`src/rtl/ifetch.sv`:
```
// ifetch: instruction-fetch front end with a 2-entry instruction queue and redirect flush.
// Optional IF_MISALIGN_CHECK_EN adds if_o_misalign and a halt on misaligned redirect targets.
module ifetch #(
   parameter int                  PC_WIDTH = 32,
   parameter int                  IWIDTH   = 32,
   parameter logic [PC_WIDTH-1:0] RESET_PC = '0
) (
   input  logic                if_clk,
   input  logic                if_rst,
   output logic                if_o_ce,
   output logic [PC_WIDTH-1:0] if_o_address,
   input  logic [IWIDTH-1:0]   if_i_instr,
   input  logic                if_i_ce,
   input  logic                if_i_stall,
   input  logic                if_i_redirect,
   input  logic [PC_WIDTH-1:0] if_i_target,
`ifdef IF_MISALIGN_CHECK_EN
   output logic                if_o_misalign,
`endif
   output logic                if_o_valid,
   output logic [IWIDTH-1:0]   if_o_instr,
   output logic [PC_WIDTH-1:0] if_o_pc
);
   typedef enum logic [1:0] {S_IDLE, S_RUN, S_FLUSH, S_HALT} state_t;
   state_t              r_state;
   logic [PC_WIDTH-1:0] r_pc, r_req_pc;
   logic                r_inflight, r_drop;
   logic [1:0]          r_count;
   logic [IWIDTH-1:0]   r_q_instr [2];
   logic [PC_WIDTH-1:0] r_q_pc [2];
   logic                w_pop, w_push, w_resp, w_issue, w_redir, w_bad, w_slot;
   logic [2:0]          w_occ;
`ifdef IF_MISALIGN_CHECK_EN
   logic                r_misalign;
   assign w_redir       = if_i_redirect && r_state != S_HALT;
   assign w_bad         = w_redir && |if_i_target[1:0];
   assign if_o_misalign = r_misalign;
`else
   assign w_redir = if_i_redirect;
   assign w_bad   = 1'b0;
`endif
   assign if_o_valid   = r_count != 2'd0;
   assign if_o_instr   = r_q_instr[0];
   assign if_o_pc      = r_q_pc[0];
   assign if_o_address = r_pc;
   assign w_pop        = if_o_valid && !if_i_stall;
   assign w_resp       = if_i_ce && r_inflight;
   assign w_push       = w_resp && !r_drop && !w_redir;
   // occupancy counts the in-flight request so the queue can never overflow
   assign w_occ        = {1'b0, r_count} + {2'b0, r_inflight} - {2'b0, w_pop};
   assign w_issue      = (r_state == S_RUN || r_state == S_FLUSH) && !w_redir && w_occ < 3'd2;
   assign if_o_ce      = w_issue;
   assign w_slot       = (r_count - {1'b0, w_pop}) != 2'd0;
   always_ff @(posedge if_clk or negedge if_rst) begin
      if (!if_rst) begin
         r_state      <= S_IDLE;
         r_pc         <= RESET_PC;
         r_req_pc     <= '0;
         r_inflight   <= 1'b0;
         r_drop       <= 1'b0;
         r_count      <= 2'd0;
         r_q_instr[0] <= '0;
         r_q_instr[1] <= '0;
         r_q_pc[0]    <= '0;
         r_q_pc[1]    <= '0;
`ifdef IF_MISALIGN_CHECK_EN
         r_misalign   <= 1'b0;
`endif
      end else if (w_bad) begin
         r_state    <= S_HALT;
         r_count    <= 2'd0;
         r_inflight <= 1'b0;
         r_drop     <= 1'b0;
`ifdef IF_MISALIGN_CHECK_EN
         r_misalign <= 1'b1;
`endif
      end else if (w_redir) begin
         // a response landing this cycle is simply not pushed; only a still-pending one needs drop
         r_state    <= S_FLUSH;
         r_pc       <= if_i_target;
         r_count    <= 2'd0;
         r_inflight <= r_inflight & ~if_i_ce;
         r_drop     <= r_inflight & ~if_i_ce;
      end else begin
         if (r_state == S_IDLE || r_state == S_FLUSH) r_state <= S_RUN;
         if (w_issue) begin
            r_pc       <= r_pc + PC_WIDTH'(4);
            r_req_pc   <= r_pc;
            r_inflight <= 1'b1;
         end else if (w_resp) r_inflight <= 1'b0;
         if (w_resp && r_drop) r_drop <= 1'b0;
         if (w_pop) begin
            r_q_instr[0] <= r_q_instr[1];
            r_q_pc[0]    <= r_q_pc[1];
         end
         if (w_push) begin
            r_q_instr[w_slot] <= if_i_instr;
            r_q_pc[w_slot]    <= r_req_pc;
         end
         r_count <= r_count + {1'b0, w_push} - {1'b0, w_pop};
      end
   end
endmodule

```
`config.mk`:
```
export PLATFORM = sky130hd
export DESIGN_NAME = ifetch
export DESIGN_NICKNAME = d
export VERILOG_FILES = /design/src/rtl/ifetch.sv
export SDC_FILE = /design/constraint.sdc
export NUM_CORES = 1
export LEC_CHECK = 0
export ABC_AREA = 1
export CAP_MARGIN = 20
export CORE_AREA = 2 2 177 179
export CTS_CLUSTER_DIAMETER = 50
export DETAILED_ROUTE_END_ITERATION = 8
export DIE_AREA = 0 0 179 181
export GPL_TIMING_DRIVEN = 0
export PLACE_DENSITY = 0.6
export SLEW_MARGIN = 20
export SYNTH_ARGS = -nofsm -noshare
export SYNTH_HDL_FRONTEND = slang
export SYNTH_SLANG_ARGS = --single-unit
```
`constraint.sdc`:
```
create_clock -name if_clk -period 7.5 [get_ports if_clk]
set_input_delay 1.125 -clock if_clk [delete_from_list [all_inputs] [get_ports if_clk]]
set_output_delay 1.125 -clock if_clk [all_outputs]
set_load 0.02 [all_outputs]
```
==> impl_metrics.toml, run 1 <==
[clocking]
postCtsHoldBufs = 0
cts_inserted_buffers = 17
cts_setup_buffers = 0
cts-htree-levels = 4
clock_latency_ps = 430
clockRootBuffer = "clkbuf_16"
cts_tree = "built"
cts.sinks = 198
clkTransAtPathRegs_ps = 70
ctsResizeCount = 0
cts_buffer_depth = 2

[route]
drt_iter0_drc = 667
avgViaCountPerCell = 4.639
post_drt_wl_per_cell_um = 14.53
vias = 9320
wl_um = 29180
antenna_left = 0
drc = 0
drt_pass1_iterations = 5

[floorplanning]
die_h_um = 181
io_pins = 167
placementRows = 64
die_w_um = 179
start_util_pct = 34.63
die-area_um2 = 32400
core_area_um2 = 30350

[timing]
hold_viol_final = 0
fmax_mhz = 181.6
fin_crit_sh_pct = 73.41
worst_pin_slew_ps = 835.9
slew_violations = 0
min_period_ps = 5506
slew_headroom_pct = 44.27
finClkSkew_ps = 11.49
rsz0062_at_grt = "no"
holdWs_ps = 485.1
fin_tns_setup_ps = 0
finalSetupViolCount = 0

[layout]
num-nets-final = 1675
post-route-cell-area_um2 = 13330
final_common_cell = "nand2_1"
final_layout_size_suffix_gt1_share_pct = 10.30
syn_to_final_growth_pct = 26.87
mostFrequentLayoutCells = "nand2_1 (580), nand3_1 (198), dfrtp_1 (198)"

[setup_path]
cpPeakStageDelay_ps = 630
cp-start-kind = "input port"
crit_type = "in2out"
cp-end-kind = "output pin"
reg2regPathDepth = 15
critPathMaxFanout = 10
crit_chain = "clkdlybuf4s50_1 -> inv_1 -> nand2_2 -> buf_2 -> nor2_1 -> o21bai_1 -> nand2_1 -> fa_1 -> inv_1 -> nor2_1 -> nand2_2 -> nor2_4 -> buf_6 -> buf_6 -> clkdlybuf4s50_1"
arrival_ps = 4380
r2r-start = "r_count[1]"
rrSetupSlack_ps = 4530
r2r-end = "if_o_address[9]"
cp.required_ps = 6380
worst_path_max_delay_cell = "clkdlybuf4s50_1"

[worst_hold_path]
min_path_type = "reg2reg"
worstHoldPathCells = 2

[global_route]
globalRouteTotalUtil_pct = 18.64
overflow = 0
grt_pass1_wl_um = 47370
grt_pass1_vias = 9073
antenna_found_initial = 1
grt_start_max_net_pins = 90

[placement]
placed_cell_area_um2 = 12720
portBuffers = 165
gp_congestion = 0.8686
dp_hpwl_um = 21390

[power_and_ir_drop]
cellLeakagePower_uw = 0.006614
vdd_drop_max_mv = 0.1681
power.density_nw_per_um2 = 389.4

[synth]
ys_ff_latch = 198
netlist_area_um2 = 10510
yosys_warnings = 0
syn_nets = 1489
avgSynthCellArea_um2 = 7.422
ys_types = 28
synth-seq-area-share_pct = 47.14
syn_inst = 1416

[run_status]
status = "finished, final reports clean"

[run]
max_cap_viol_count = 0
-- where the power goes --
group	internal (µW)	switching, µW	total (µW)
Sequential	1480	354	1830
Clock	565	418	983
Combinational	1100	1270	2380
Total	3150	2040	5190
-- worst max-delay path: cells and delay by family --
family | cells | cell delay [ps]
compound gates | 1 | 140
simple gates | 6 | 870
buf+inv | 7 | 1760
fa+ha+maj | 1 | 480
-- per-stage QoR --
stage | cells | setup WS (ps) | utilization [%] | power (µW)
2_1_floorplan | 1416 | 3334 | - | 3318
6_report | 2009 | 1994 | 43.94 | 5192
3_3_place_gp | 1977 | -3433 | 41.71 | 4203
4_1_cts | 2008 | 1959 | 43.93 | 5241
5_1_grt | 2008 | 1772 | 43.93 | 5595
3_5_place_dp | 1979 | 1967 | 41.90 | 4248
-- synth_stat cells (all sizes together) --
master,n,area share (%)
or2,1,0.060
fa,1,0.19
nand2,586,21
xor2,5,0.42
xnor2,2,0.24
a211oi,1,0.071
nor2,47,2.1
nand3,198,9.4
clkbuf,19,0.69
o21ai,108,5.2
inv,125,4.5
and2,2,0.12
nand3b,1,0.19
o21bai,1,0.071
buf,118,8.2
ha,3,0.36
dfrtp,198,47
-- routing by layer --
layer  vias up  routed length (µm)  GRT usage, %
met2       233               13200         29.11
li1       4722                   -             -
met1      4325               13910         25.69
met3        40                1334         2.946
met4         0                 739         7.545
met5         -                   0             0
-- cells by family (layout without fill, tap and decap cells) --
logic type | count (synthesis) | after routing | share of synthesized area, %
xor+xnor | 7 | 7 | 0.6548
flops | 198 | 198 | 47.14
other cells | 0 | 1 | 0
compound gates | 110 | 110 | 5.321
buf+inv | 262 | 458 | 13.36
fa+ha+maj | 4 | 4 | 0.5477
simple gates | 835 | 835 | 32.98
-- final cells by class --
class | count | area [µm²]
clock inverters | 11 | 175.2
flip-flops and latches | 198 | 4955
multi-input cells | 956 | 4151
diodes | 1 | 2.502
plain buffers | 137 | 934.6
well taps | 396 | 495.5
clock buffers | 18 | 439.2
repair buffers | 167 | 1712
inverters | 125 | 469.2
fillers | 3126 | 17020
-- how the worst max path moves through the flow --
stage / startpoint / to / slack (ps)
global route: if_i_stall / if_o_ce / 1770
CTS: if_i_stall / if_o_ce / 1960
global placement: if_rst / if_o_instr[8] / -3430
detailed placement: if_i_stall / if_o_ce / 1970
finish: if_i_stall / if_o_ce / 1990
floorplan: if_i_stall / if_o_ce / 3330
Power figures use the tool's default switching activity.
==> run 2, diff against run 1 <==
- clock period: 7.5 -> 5.3 ns (I/O delays scaled with it)
==> results of run 2 <==
Same layout as run 1 (identical final DEF). Status: finished, final reports clean.
Among the figures that moved: setup slack after placement 1967 ps -> 427.0 ps; clock-pin slew on the worst setup and hold paths 70 ps -> 80 ps; setup slack after layout 1994 ps -> 454.3 ps; hold slack 485.1 ps -> 268.7 ps; register-to-register setup slack 4530 ps -> 2330 ps; total power 5192 µW -> 7347 µW; worst IR drop on VDD 0.1681 mV -> 0.2378 mV
